--- config.mk ---
export PLATFORM = sky130hd
export DESIGN_NAME = imem_resp_ctrl_flat
export DESIGN_NICKNAME = d
export VERILOG_FILES = /design/src/rtl/imem_resp_ctrl_pkg.sv /design/src/rtl/imem_resp_ctrl_if.sv /design/src/rtl/imem_resp_ctrl_ahb_rd.sv /design/src/rtl/imem_resp_ctrl.sv /design/src/flat_wrapper.sv
export SDC_FILE = /design/constraint.sdc
export NUM_CORES = 1
export LEC_CHECK = 0
export BUFFER_PORTS_ARGS = -buffer_cell sky130_fd_sc_hd__buf_2
export CORE_ASPECT_RATIO = 0.9
export CORE_MARGIN = 2
export CORE_UTILIZATION = 35
export DETAILED_ROUTE_END_ITERATION = 10
export GPL_TIMING_DRIVEN = 0
export HOLD_SLACK_MARGIN = 0.02
export SYNTH_ARGS = -nofsm -noshare
export SYNTH_HDL_FRONTEND = slang
export SYNTH_SLANG_ARGS = --single-unit
--- constraint.sdc ---
create_clock -name cpu_clk -period 7.2 [get_ports cpu_clk]
set_clock_uncertainty 0.05 [all_clocks]
set_input_delay 0.72 -clock cpu_clk [delete_from_list [all_inputs] [get_ports cpu_clk]]
set_output_delay 0.72 -clock cpu_clk [all_outputs]
set_load 0.005 [all_outputs]
--- src/rtl/imem_resp_ctrl_pkg.sv ---
// Shared fetch-side definitions: core widths, AHB-Lite encodings and the
// read-master state type.
package imem_resp_ctrl_pkg;

  localparam int CORE_ADDR_WIDTH  = 32;
  localparam int CORE_INSTR_WIDTH = 32;

  localparam logic [1:0] HTRANS_IDLE       = 2'b00;
  localparam logic [1:0] HTRANS_NONSEQ     = 2'b10;
  localparam logic [2:0] HSIZE_WORD        = 3'b010;
  localparam logic [2:0] HBURST_SINGLE     = 3'b000;
  localparam logic [3:0] HPROT_OPCODE_PRIV = 4'b0010;

  typedef enum logic [1:0] {
    AHB_IDLE = 2'b00,
    AHB_ADDR = 2'b01,
    AHB_DATA = 2'b10
  } ahb_state_e;

endpackage

--- src/rtl/imem_resp_ctrl_if.sv ---
// AHB-Lite read-only bus between the instruction responder (master) and the
// system fabric (slave).
interface imem_resp_ctrl_if
  import imem_resp_ctrl_pkg::*;
#(
  parameter int AW = CORE_ADDR_WIDTH
);
  logic [AW-1:0]               HADDR;
  logic [1:0]                  HTRANS;
  logic [2:0]                  HSIZE;
  logic [2:0]                  HBURST;
  logic [3:0]                  HPROT;
  logic                        HWRITE;
  logic                        HREADY;
  logic                        HRESP;
  logic [CORE_INSTR_WIDTH-1:0] HRDATA;

  modport master (
    output HADDR, HTRANS, HSIZE, HBURST, HPROT, HWRITE,
    input  HREADY, HRESP, HRDATA
  );

  modport slave (
    input  HADDR, HTRANS, HSIZE, HBURST, HPROT, HWRITE,
    output HREADY, HRESP, HRDATA
  );
endinterface

--- src/rtl/imem_resp_ctrl_ahb_rd.sv ---
// Single-beat AHB-Lite instruction read master with error capture.
//   state    | meaning
//   AHB_IDLE | no transfer; accepts start and latches the address
//   AHB_ADDR | address phase, NONSEQ driven, held while HREADY=0
//   AHB_DATA | data phase, completes on HREADY=1 (fill or fault)
module imem_resp_ctrl_ahb_rd
  import imem_resp_ctrl_pkg::*;
#(
  parameter int AW = CORE_ADDR_WIDTH
)(
  input  logic                        cpu_clk,
  input  logic                        cpu_rstn,
  input  logic                        start,
  input  logic [AW-1:0]               start_addr,
  input  logic [AW-1:0]               pc,
  input  logic                        imem_inv,
  imem_resp_ctrl_if.master            ahb,
  output logic                        busy,
  output logic                        fill_valid,
  output logic [AW-3:0]               fill_tag,
  output logic [CORE_INSTR_WIDTH-1:0] fill_data,
  output logic                        fault
);

  ahb_state_e    state_q, state_d;
  logic [AW-1:0] haddr_q, haddr_d;
  logic          flt_q, flt_d;
  logic [AW-1:0] flt_addr_q, flt_addr_d;
  logic [1:0]    htrans;

  always_ff @(posedge cpu_clk or negedge cpu_rstn) begin
    if (!cpu_rstn) begin
      state_q    <= AHB_IDLE;
      haddr_q    <= '0;
      flt_q      <= 1'b0;
      flt_addr_q <= '0;
    end else begin
      state_q    <= state_d;
      haddr_q    <= haddr_d;
      flt_q      <= flt_d;
      flt_addr_q <= flt_addr_d;
    end
  end

  always_comb begin
    state_d    = state_q;
    haddr_d    = haddr_q;
    flt_d      = flt_q;
    flt_addr_d = flt_addr_q;
    fill_valid = 1'b0;
    htrans     = HTRANS_IDLE;

    // The fault belongs to one fetch address; moving away or invalidating drops it.
    if (flt_q && (imem_inv || (pc != flt_addr_q))) flt_d = 1'b0;

    unique case (state_q)
      AHB_IDLE: begin
        if (start) begin
          haddr_d = start_addr;
          state_d = AHB_ADDR;
        end
      end
      AHB_ADDR: begin
        htrans = HTRANS_NONSEQ;
        if (ahb.HREADY) state_d = AHB_DATA;
      end
      AHB_DATA: begin
        if (ahb.HREADY) begin
          state_d = AHB_IDLE;
          if (ahb.HRESP) begin
            flt_d      = 1'b1;
            flt_addr_d = haddr_q;
          end else begin
            fill_valid = 1'b1;
          end
        end
      end
      default: state_d = AHB_IDLE;
    endcase
  end

  assign ahb.HADDR  = haddr_q;
  assign ahb.HTRANS = htrans;
  assign ahb.HSIZE  = HSIZE_WORD;
  assign ahb.HBURST = HBURST_SINGLE;
  assign ahb.HPROT  = HPROT_OPCODE_PRIV;
  assign ahb.HWRITE = 1'b0;

  assign busy      = (state_q != AHB_IDLE);
  assign fill_tag  = haddr_q[AW-1:2];
  assign fill_data = ahb.HRDATA;
  assign fault     = flt_q && (pc == flt_addr_q);

endmodule

--- src/rtl/imem_resp_ctrl.sv ---
// Instruction responder: 2-entry buffer indexed by addr[2], fed by ITCM reads
// (with pc+4 prefetch) or single-beat AHB reads for addresses outside ITCM.
module imem_resp_ctrl
  import imem_resp_ctrl_pkg::*;
#(
  parameter int                    ADDR_WIDTH = CORE_ADDR_WIDTH,
  parameter logic [ADDR_WIDTH-1:0] ITCM_BASE  = 32'h0000_0000,
  parameter logic [ADDR_WIDTH-1:0] ITCM_SIZE  = 32'h0001_0000,
  parameter int                    ITCM_AW    = 14
)(
  input  logic                        cpu_clk,
  input  logic                        cpu_rstn,
  input  logic [ADDR_WIDTH-1:0]       pc,
  output logic                        instr_read_data_valid,
  output logic [CORE_INSTR_WIDTH-1:0] instr_read_data,
  input  logic                        imem_inv,
  output logic                        instr_access_fault,
  output logic                        itcm_ren,
  output logic [ITCM_AW-1:0]          itcm_addr,
  input  logic [CORE_INSTR_WIDTH-1:0] itcm_rdata,
  imem_resp_ctrl_if.master            ahb
);

  localparam int                    TW        = ADDR_WIDTH - 2;
  localparam logic [ADDR_WIDTH-1:0] ITCM_MASK = ~(ITCM_SIZE - 1'b1);

  typedef struct packed {
    logic                        v;
    logic [TW-1:0]               tag;
    logic [CORE_INSTR_WIDTH-1:0] data;
  } ent_t;

  function automatic logic word_in_itcm(input logic [TW-1:0] w);
    logic [ADDR_WIDTH-1:0] a;
    a = {w, 2'b00};
    return (a & ITCM_MASK) == ITCM_BASE;
  endfunction

  ent_t [1:0]    ent_q, ent_d;
  logic          pend_q, pend_d;
  logic [TW-1:0] pend_tag_q, pend_tag_d;
  logic          run_q, run_d;

  logic                        aligned, hit_buf, hit_byp, hit, req_have, itcm_req, ahb_start;
  logic [TW-1:0]               pc_word, req_word;
  logic                        ahb_busy, ahb_fill, ahb_fault;
  logic [TW-1:0]               ahb_fill_tag;
  logic [CORE_INSTR_WIDTH-1:0] ahb_fill_data;

  always_ff @(posedge cpu_clk or negedge cpu_rstn) begin
    if (!cpu_rstn) begin
      ent_q      <= '0;
      pend_q     <= 1'b0;
      pend_tag_q <= '0;
      run_q      <= 1'b0;
    end else begin
      ent_q      <= ent_d;
      pend_q     <= pend_d;
      pend_tag_q <= pend_tag_d;
      run_q      <= run_d;
    end
  end

  always_comb begin
    run_d   = 1'b1;
    aligned = (pc[1:0] == 2'b00);
    pc_word = pc[ADDR_WIDTH-1:2];

    hit_buf = aligned && ent_q[pc_word[0]].v && (ent_q[pc_word[0]].tag == pc_word);
    // The ITCM word landing this cycle is forwarded so a redirect costs one bubble.
    hit_byp = aligned && pend_q && (pend_tag_q == pc_word);
    hit     = hit_buf || hit_byp;

    req_word = hit ? (pc_word + 1'b1) : pc_word;
    req_have = (ent_q[req_word[0]].v && (ent_q[req_word[0]].tag == req_word)) ||
               (pend_q && (pend_tag_q == req_word));

    itcm_req  = run_q && aligned && word_in_itcm(pc_word) && word_in_itcm(req_word) &&
                !req_have && !ahb_busy && !imem_inv;
    ahb_start = run_q && aligned && !word_in_itcm(pc_word) && !hit && !ahb_fault && !pend_q;

    itcm_ren  = itcm_req;
    itcm_addr = itcm_req ? req_word[ITCM_AW-1:0] : '0;

    instr_read_data_valid = hit;
    instr_read_data       = hit_buf ? ent_q[pc_word[0]].data :
                            hit_byp ? itcm_rdata : '0;
    instr_access_fault    = ahb_fault;

    ent_d      = ent_q;
    pend_d     = itcm_req;
    pend_tag_d = itcm_req ? req_word : pend_tag_q;

    if (imem_inv) begin
      ent_d[0].v = 1'b0;
      ent_d[1].v = 1'b0;
    end else begin
      if (pend_q) begin
        ent_d[pend_tag_q[0]].v    = 1'b1;
        ent_d[pend_tag_q[0]].tag  = pend_tag_q;
        ent_d[pend_tag_q[0]].data = itcm_rdata;
      end
      if (ahb_fill) begin
        ent_d[ahb_fill_tag[0]].v    = 1'b1;
        ent_d[ahb_fill_tag[0]].tag  = ahb_fill_tag;
        ent_d[ahb_fill_tag[0]].data = ahb_fill_data;
      end
    end
  end

  imem_resp_ctrl_ahb_rd #(.AW(ADDR_WIDTH)) u_ahb_rd (
    .cpu_clk    (cpu_clk),
    .cpu_rstn   (cpu_rstn),
    .start      (ahb_start),
    .start_addr (pc),
    .pc         (pc),
    .imem_inv   (imem_inv),
    .ahb        (ahb),
    .busy       (ahb_busy),
    .fill_valid (ahb_fill),
    .fill_tag   (ahb_fill_tag),
    .fill_data  (ahb_fill_data),
    .fault      (ahb_fault)
  );

endmodule
--- src/flat_wrapper.sv ---
// flat-port wrapper written by rule: the top's interface ports become plain ports
module imem_resp_ctrl_flat import imem_resp_ctrl_pkg::*;
#(
  parameter int                    ADDR_WIDTH = CORE_ADDR_WIDTH,
  parameter logic [ADDR_WIDTH-1:0] ITCM_BASE  = 32'h0000_0000,
  parameter logic [ADDR_WIDTH-1:0] ITCM_SIZE  = 32'h0001_0000,
  parameter int                    ITCM_AW    = 14
)
  (cpu_clk, cpu_rstn, pc, instr_read_data_valid, instr_read_data, imem_inv, instr_access_fault, itcm_ren, itcm_addr, itcm_rdata, ahb_HADDR, ahb_HTRANS, ahb_HSIZE, ahb_HBURST, ahb_HPROT, ahb_HWRITE, ahb_HREADY, ahb_HRESP, ahb_HRDATA);
  imem_resp_ctrl_if ahb_i ();
  input  logic cpu_clk;
  input  logic cpu_rstn;
  input  logic [ADDR_WIDTH-1:0] pc;
  output logic instr_read_data_valid;
  output logic [CORE_INSTR_WIDTH-1:0] instr_read_data;
  input  logic imem_inv;
  output logic instr_access_fault;
  output logic itcm_ren;
  output logic [ITCM_AW-1:0] itcm_addr;
  input  logic [CORE_INSTR_WIDTH-1:0] itcm_rdata;
  output wire logic [$bits(ahb_i.HADDR)-1:0] ahb_HADDR;
  output wire logic [$bits(ahb_i.HTRANS)-1:0] ahb_HTRANS;
  output wire logic [$bits(ahb_i.HSIZE)-1:0] ahb_HSIZE;
  output wire logic [$bits(ahb_i.HBURST)-1:0] ahb_HBURST;
  output wire logic [$bits(ahb_i.HPROT)-1:0] ahb_HPROT;
  output wire logic [$bits(ahb_i.HWRITE)-1:0] ahb_HWRITE;
  input wire logic [$bits(ahb_i.HREADY)-1:0] ahb_HREADY;
  input wire logic [$bits(ahb_i.HRESP)-1:0] ahb_HRESP;
  input wire logic [$bits(ahb_i.HRDATA)-1:0] ahb_HRDATA;
  assign ahb_HADDR = ahb_i.HADDR;
  assign ahb_HTRANS = ahb_i.HTRANS;
  assign ahb_HSIZE = ahb_i.HSIZE;
  assign ahb_HBURST = ahb_i.HBURST;
  assign ahb_HPROT = ahb_i.HPROT;
  assign ahb_HWRITE = ahb_i.HWRITE;
  assign ahb_i.HREADY = ahb_HREADY;
  assign ahb_i.HRESP = ahb_HRESP;
  assign ahb_i.HRDATA = ahb_HRDATA;
  imem_resp_ctrl #(.ADDR_WIDTH(ADDR_WIDTH), .ITCM_BASE(ITCM_BASE), .ITCM_SIZE(ITCM_SIZE), .ITCM_AW(ITCM_AW)) u_core (.cpu_clk(cpu_clk), .cpu_rstn(cpu_rstn), .pc(pc), .instr_read_data_valid(instr_read_data_valid), .instr_read_data(instr_read_data), .imem_inv(imem_inv), .instr_access_fault(instr_access_fault), .itcm_ren(itcm_ren), .itcm_addr(itcm_addr), .itcm_rdata(itcm_rdata), .ahb(ahb_i));
endmodule
Word level (Yosys, flattened, before mapping)
Index checks and enable logic that the tools add are counted.

Register bits: 225. Input bits: 101. Output and inout port bits: 94. Logic and storage cells: 112.

Add/subtract/negate cells: 1. Order comparisons: 6. Eq/ne operators: 11. Muxes and demuxes: 43. Reductions and logical operators: 38.

Operators with widths (number): 126-bit bitwise mux (6); 63-bit demux with 1-bit select (6); 126-bit two-way mux (3); 63-bit two-way mux (6); 32-bit two-way mux (4); 62-bit two-way mux (2); 30-bit equality test (4); 32-bit logical NOT (2); 32-bit equality test (1); 32-bit != test (1); 30-bit by 1-bit adder with 30-bit output (second input constant) (1); 30-bit two-way mux (1); 1-bit logical AND (20); 14-bit two-way mux (1); 1-bit two-way mux (9); 1-bit by 2-bit less-than comparator with 1-bit output (second input constant) (4); 2-bit two-way mux (4); 1-bit logical NOT (7); 2-bit one-hot mux with 3 select lines (1); 3-bit AND reduction (2); 2-bit logical NOT (2); 2-bit != test (second input constant) (2); 1-bit logical OR (3); 2-bit by 1-bit equality test with 1-bit output (second input constant) (1); other kinds (5) (6).

Logic depth before layout (Yosys ltp)
Depth after elaboration: 16. Depth in mapped cells: 20. Mapped depth without buffers: 13.

Modules after synthesis
From an unflattened synthesis, not the netlist that was laid out.

Cells, all modules: 1684. Area, all modules: 15028.2 um^2.

By module, submodules not included: imem_resp_ctrl (times used 1, cells each 1408, area each 11582.4 um^2); imem_resp_ctrl_ahb_rd (times used 1, cells each 276, area each 3445.8 um^2).

Worst setup path after synthesis
No wires, ideal clock.

Path kind: input -> output. Start point: input pc[25]. End point: output itcm_ren. Data arrival time: 4.669 ns. Required time: 6.430 ns. Slack: 1.761 ns. Cell stages on the path: 17. Buffers on the path: 4. Path through: clkbuf_1 > xnor2_1 > nand4_1 > or4_4 > nor4_4 > o21ba_1 > buf_6 > clkinv_2 > mux2_2 > o2111ai_1 > xor2_1 > nand4_1 > or4_1 > o41ai_2 > buf_4 > buf_2 > inv_1.

Longest elaborated chain between the ends: 13.

RTL lines: from (decl) (RTL line flat_wrapper.sv:13) `input logic [ADDR_WIDTH-1:0] pc;`; branches (longest 10 deep; another with 30-bit by 1-bit adder with 30-bit output); 1-bit logical AND (*) (RTL line imem_resp_ctrl.sv:78) `itcm_req = run_q && aligned && word_in_itcm(pc_word) && word_in_itcm(req_word) &&`; 1-bit logical AND (*) (2 in series) (RTL line imem_resp_ctrl.sv:79) `!req_have && !ahb_busy && !imem_inv;`; to (decl) (RTL line flat_wrapper.sv:18) `output logic itcm_ren;`.

Every way passes the cells marked *. The select of a mux whose other input is x is not followed.

Worst setup path after layout
Start point: register u_core.pend_tag_q[17]. End point: output itcm_addr[12].

Longest elaborated chain between the ends: 14.

RTL lines: from (decl) (RTL line imem_resp_ctrl.sv:41) `logic [TW-1:0] pend_tag_q, pend_tag_d;`; from (signal assigned) (RTL line imem_resp_ctrl.sv:59) `pend_tag_q <= pend_tag_d;`; 30-bit equality test (RTL line imem_resp_ctrl.sv:71) `hit_byp = aligned && pend_q && (pend_tag_q == pc_word);`; 1-bit logical AND (RTL line imem_resp_ctrl.sv:71); 1-bit logical OR (RTL line imem_resp_ctrl.sv:72) `hit = hit_buf || hit_byp;`; 30-bit two-way mux (RTL line imem_resp_ctrl.sv:74) `req_word = hit ? (pc_word + 1'b1) : pc_word;`; 63-bit two-way mux (implied by the code) (2 in series) (RTL line imem_resp_ctrl.sv:75) `req_have = (ent_q[req_word[0]].v && (ent_q[req_word[0]].tag == req_word)) ||`; 30-bit equality test (RTL line imem_resp_ctrl.sv:75); 1-bit logical AND (RTL line imem_resp_ctrl.sv:75); 1-bit logical OR (RTL line imem_resp_ctrl.sv:75); 1-bit logical NOT (RTL line imem_resp_ctrl.sv:79); 1-bit logical AND (RTL line imem_resp_ctrl.sv:78); 1-bit logical AND (2 in series) (RTL line imem_resp_ctrl.sv:79); 14-bit two-way mux (*) (RTL line imem_resp_ctrl.sv:83) `itcm_addr = itcm_req ? req_word[ITCM_AW-1:0] : '0;`; to (decl) (RTL line flat_wrapper.sv:19) `output logic [ITCM_AW-1:0] itcm_addr;`.

Mark *: on every way between the ends. The rest lies on a longest branch, timed or not. The select of a mux whose other input is x is not followed.

==> results <==
- The total of flip-flops plus latches after synthesis is 225.
- The synthesized-area fraction occupied by ao, oa, aoi and oai cells is 0.0943.
- At the worst endpoint, the required time is 6.43 ns.
- The final critical-path required period is 7.06 ns.
- Setup violations remaining at the end of the flow were counted as 0.
- Dividing the final minimum period by the clock period gives 0.981.
- The parity-gate share of the synthesized area counting xor and xnor cells is 0.107.
- By area the synthesized netlist is led by dfrtp_1, mux2i_1, xnor2_1, mux2_2, a21oi_1.
- Port buffering added 162 buffers.
- In this run the number of H-tree levels came out at 1.
- In the final routed layout, each cell accounts on average for 24.9 um.
- The initial utilization of the core area, before any placement, comes to 0.356.
- The die outline area is 41900 sq um.
- Clock-pin slew was measured on the worst setup and hold paths at roughly 0.060 ns.
- For the worst flop-to-flop path, the logic depth is 17.
- The worst setup path is launched from a flip-flop.
- After synthesis, the most frequently instantiated cells are dfrtp_1, mux2i_1, nor2_1.
- The critical path start-end classification is flip-flop to primary output.
- The area share of fa/ha/maj cells after synthesis is 0.000888.
- The final HPWL from detailed placement is 42.4 mm.
- After detailed routing, the total wire length is 55.9 mm.
- The most used flip-flop cell after synthesis is dfrtp_1.
- In this run the horizontal extent of the chip is 216 um.
- The root buffer cell chosen for the clock tree is clkbuf_16.
- The mapped netlist covers 14100 sq um.
- The DRC violation count after routing is 0.
- In the routed layout, each cell is associated on average with a via count of 5.46.
- TritonCTS built the clock tree.
- The overall fraction of global-route tracks in use is 0.262.
- dfrtp_1 takes more of the synthesized area than any other cell.
- The count of mapped cells out of synthesis is 1487.
- From bottom edge to top edge, the die measures 194 um.
- The flow ran to the end, and the final reports show no timing, DRC or antenna violations.
- The initial antenna violation count is 4.
- The detailed-route wire length on metal 1 is 26.3 mm.
- Yosys printed 0 warnings.
- The relative area change from synthesis to final layout is 18.2%.
- The via count of the first global-routing pass came to 12220.
- The number of max-cap violations is 0.
- The share of synthesized flip-flops with an asynchronous set or reset is 1.00.
- The worst path meets setup with 0.140 ns of slack.
- 195 I/O pins were placed.
- The worst slack at placement is -0.320 ns.
- The count of TritonRoute iterations in the first routing pass is 5.
- The combinational family with the most area after synthesis is multiplexers.
- The clock reaches the later pin of the worst-skew pair after 0.58 ns.
- The critical path data arrival time is 6.29 ns.
- The number of standard cells in the final layout excluding fillers is 2249.
- The hold violation count in the final report is 0.
- The number of placement rows is 69.
- The cell area after placement is 15700 sq um.
- The total negative slack is 0 ns.
- The net count of the finished layout is roughly 1800.
- The detailed router used layers up to and including met5.
- Setup repair after global routing left no endpoint under its margin.
- The number of distinct library cells after synthesis is 60.
- The CTS buffer count is 27.
- Detailed routing inserted a total of 12273 vias.
- The cell area after layout is between 15000 and 20000 sq um.
- After detailed routing, the met3 layer carries 3.20 mm of wire.
- The deepest clock path buffer count is 3.
- The number of max-slew violations in the final report is 0.
- The overall power consumption is around 4.6 mW.
- Along the worst path, the maximum fanout reaches 10.
- The top cell type's share of synthesized area is 0.399.
- The detailed router's first-iteration violation count is 876.
- The global placement routability congestion is 0.988.
- The largest net degree at the start of global routing is 88.
- The maximum vdd ir drop is 0.000173 V.
- The mux contribution to synthesized area is 0.212.
- Measured against its own limit, the worst slew margin works out to 0.196.
- The number of enable-type register cells in the synthesized netlist is 0.
- Dividing total power by cell area gives a power density of 275 nW/um^2.
- The clock net in this run drives a total of 225 sinks.
- The path category of the worst min-delay check is input pin to flip-flop.
- In the post-synthesis netlist, the cell with the most instances is dfrtp_1.
- Of the total synthesized cell area, the portion taken by AND, OR, NAND and NOR gates is 0.135.
- Averaged over all synthesized cells, the footprint is 9.48 sq um.
- The maximum operating frequency is 142 MHz.
- Counting instances, the worst hold path has a depth of 2.
- The region available for standard cell placement spans 39600 sq um.
- The slew at the pin closest to its max-slew limit is 1.20 ns.
- The total global routing overflow is 0.
- The register area share after synthesis is 0.399.
- In the final layout, the share of cells above drive strength 1 is 0.208.
- The final antenna-violating net count is 0.
- STA classifies the critical path endpoint as a primary output.
- The global-route wire length before repair is roughly 83 mm.
- Once placement completed, the tool counted placed cells totaling 2195.
- The static leakage power is 7.61 nW.
- In the detailed route, the total length drawn on met2 is 25.2 mm.
==> layer usage <==
layer  global-route usage  vias up
li1                     -     5557
met1                0.386     6218
met2                0.407      425
met3               0.0369       67
met4               0.0613        6
met5                    0        -
==> layout make-up <==
class | instances | area [sq um]
well taps | 532 | 666
repair buffers | 167 | 901
inverters | 30 | 114
diodes | 2 | 5.00
multi-input cells | 1113 | 7830
plain buffers | 130 | 608
clock buffers | 34 | 752
flip-flops and latches | 225 | 5630
fillers | 3990 | 23000
clock inverters | 16 | 155
==> what timing repair did <==
action                     4_1_cts  5_1_grt
setup buffers                    1        0
hold buffers                     1        0
hold endpoints to repair         4        0
gates cloned                     0        0
gates resized for setup          3        5
setup endpoints to repair       15       15
pin swaps                        1        0
==> worst max-delay path, cell delays in order, from the launching register on <==
cell and delay, ns:
dfrtp_1 0.48, xnor2_1 0.30, nand4_1 0.29, or4_1 0.65, nor4_4 0.34, o21ba_1 0.19
buf_6 0.14, clkinv_2 0.14, buf_4 0.24, buf_2 0.36, nand4_1 0.26, xor2_1 0.24
xnor2_1 0.39, nand4_1 0.35, o41ai_2 0.43, buf_4 0.28, buf_2 0.35, nor2_1 0.13
buf_2 0.15
==> layout by cell type, fill, tap and decap left out, types with 15 or more instances in the layout <==
master	count
xnor2_1	125
nand4_1	32
nor2_1	161
nand3_1	15
buf_2	176
nand2_1	94
buf_1	22
buf_4	19
o21ai_0	53
dfrtp_1	225
mux2i_1	194
clkbuf_16	27
inv_1	29
mux2_2	93
xor2_1	44
nor4_1	22
a21oi_1	136
clkbuf_1	72
and2_1	22
==> flip-flops by register name, summed over array words and instances, names as in the netlist <==
name and flops:
u_core.u_ahb_rd.ahb.HADDR 32, u_core.u_ahb_rd.state_q 2, u_core.ent_q 126, u_core.u_ahb_rd.flt_addr_q 32
u_core.pend_q 1, u_core.run_q 1, u_core.u_ahb_rd.flt_q 1, u_core.pend_tag_q 30
==> stage by stage <==
| stage | utilization | hold WS [ns] |
|---|---|---|
| floorplan | - | 0.374 |
| global placement | 0.394 | 0.424 |
| detailed placement | 0.396 | 0.427 |
| CTS | 0.420 | 0.334 |
| global route | 0.420 | 0.359 |
| finish | 0.420 | 0.347 |
==> path summary, 6_finish.rpt <==
check | start | end | slack (ns)
setup / recovery | u_core.pend_tag_q[17]$_DFFE_PN0P_ | itcm_addr[12] | 0.14
hold / removal | ahb_HREADY | u_core.u_ahb_rd.state_q[0]$_DFFE_PN0P_ | 0.35
setup reg to reg | u_core.pend_tag_q[17]$_DFFE_PN0P_ | u_core.pend_q$_DFF_PN0_ | 1.49
hold reg to reg | u_core.ent_q[95]$_DFFE_PN0N_ | u_core.ent_q[95]$_DFFE_PN0N_ | 0.46
max in group asynchronous | cpu_rstn | u_core.ent_q[79]$_DFFE_PN0N_ | 5.63
min in group asynchronous | cpu_rstn | u_core.ent_q[44]$_DFFE_PN0N_ | 0.60
==> where the power goes <==
group	leakage (nW)	internal (mW)	switching, mW
registers	2.77	1.61	0.317
clock network	0.457	0.816	0.602
logic	4.38	0.561	0.670
==> logic make-up (layout without fill, tap and decap cells) <==
logic type,after synthesis,count (layout)
compound gates,237,237
buf+inv,160,377
other cells,2,15
flops,225,225
mux,287,287
fa+ha+maj,1,1
simple gates,403,403
xor+xnor,172,172
Note: power is estimated with default switching activity, not from simulation.
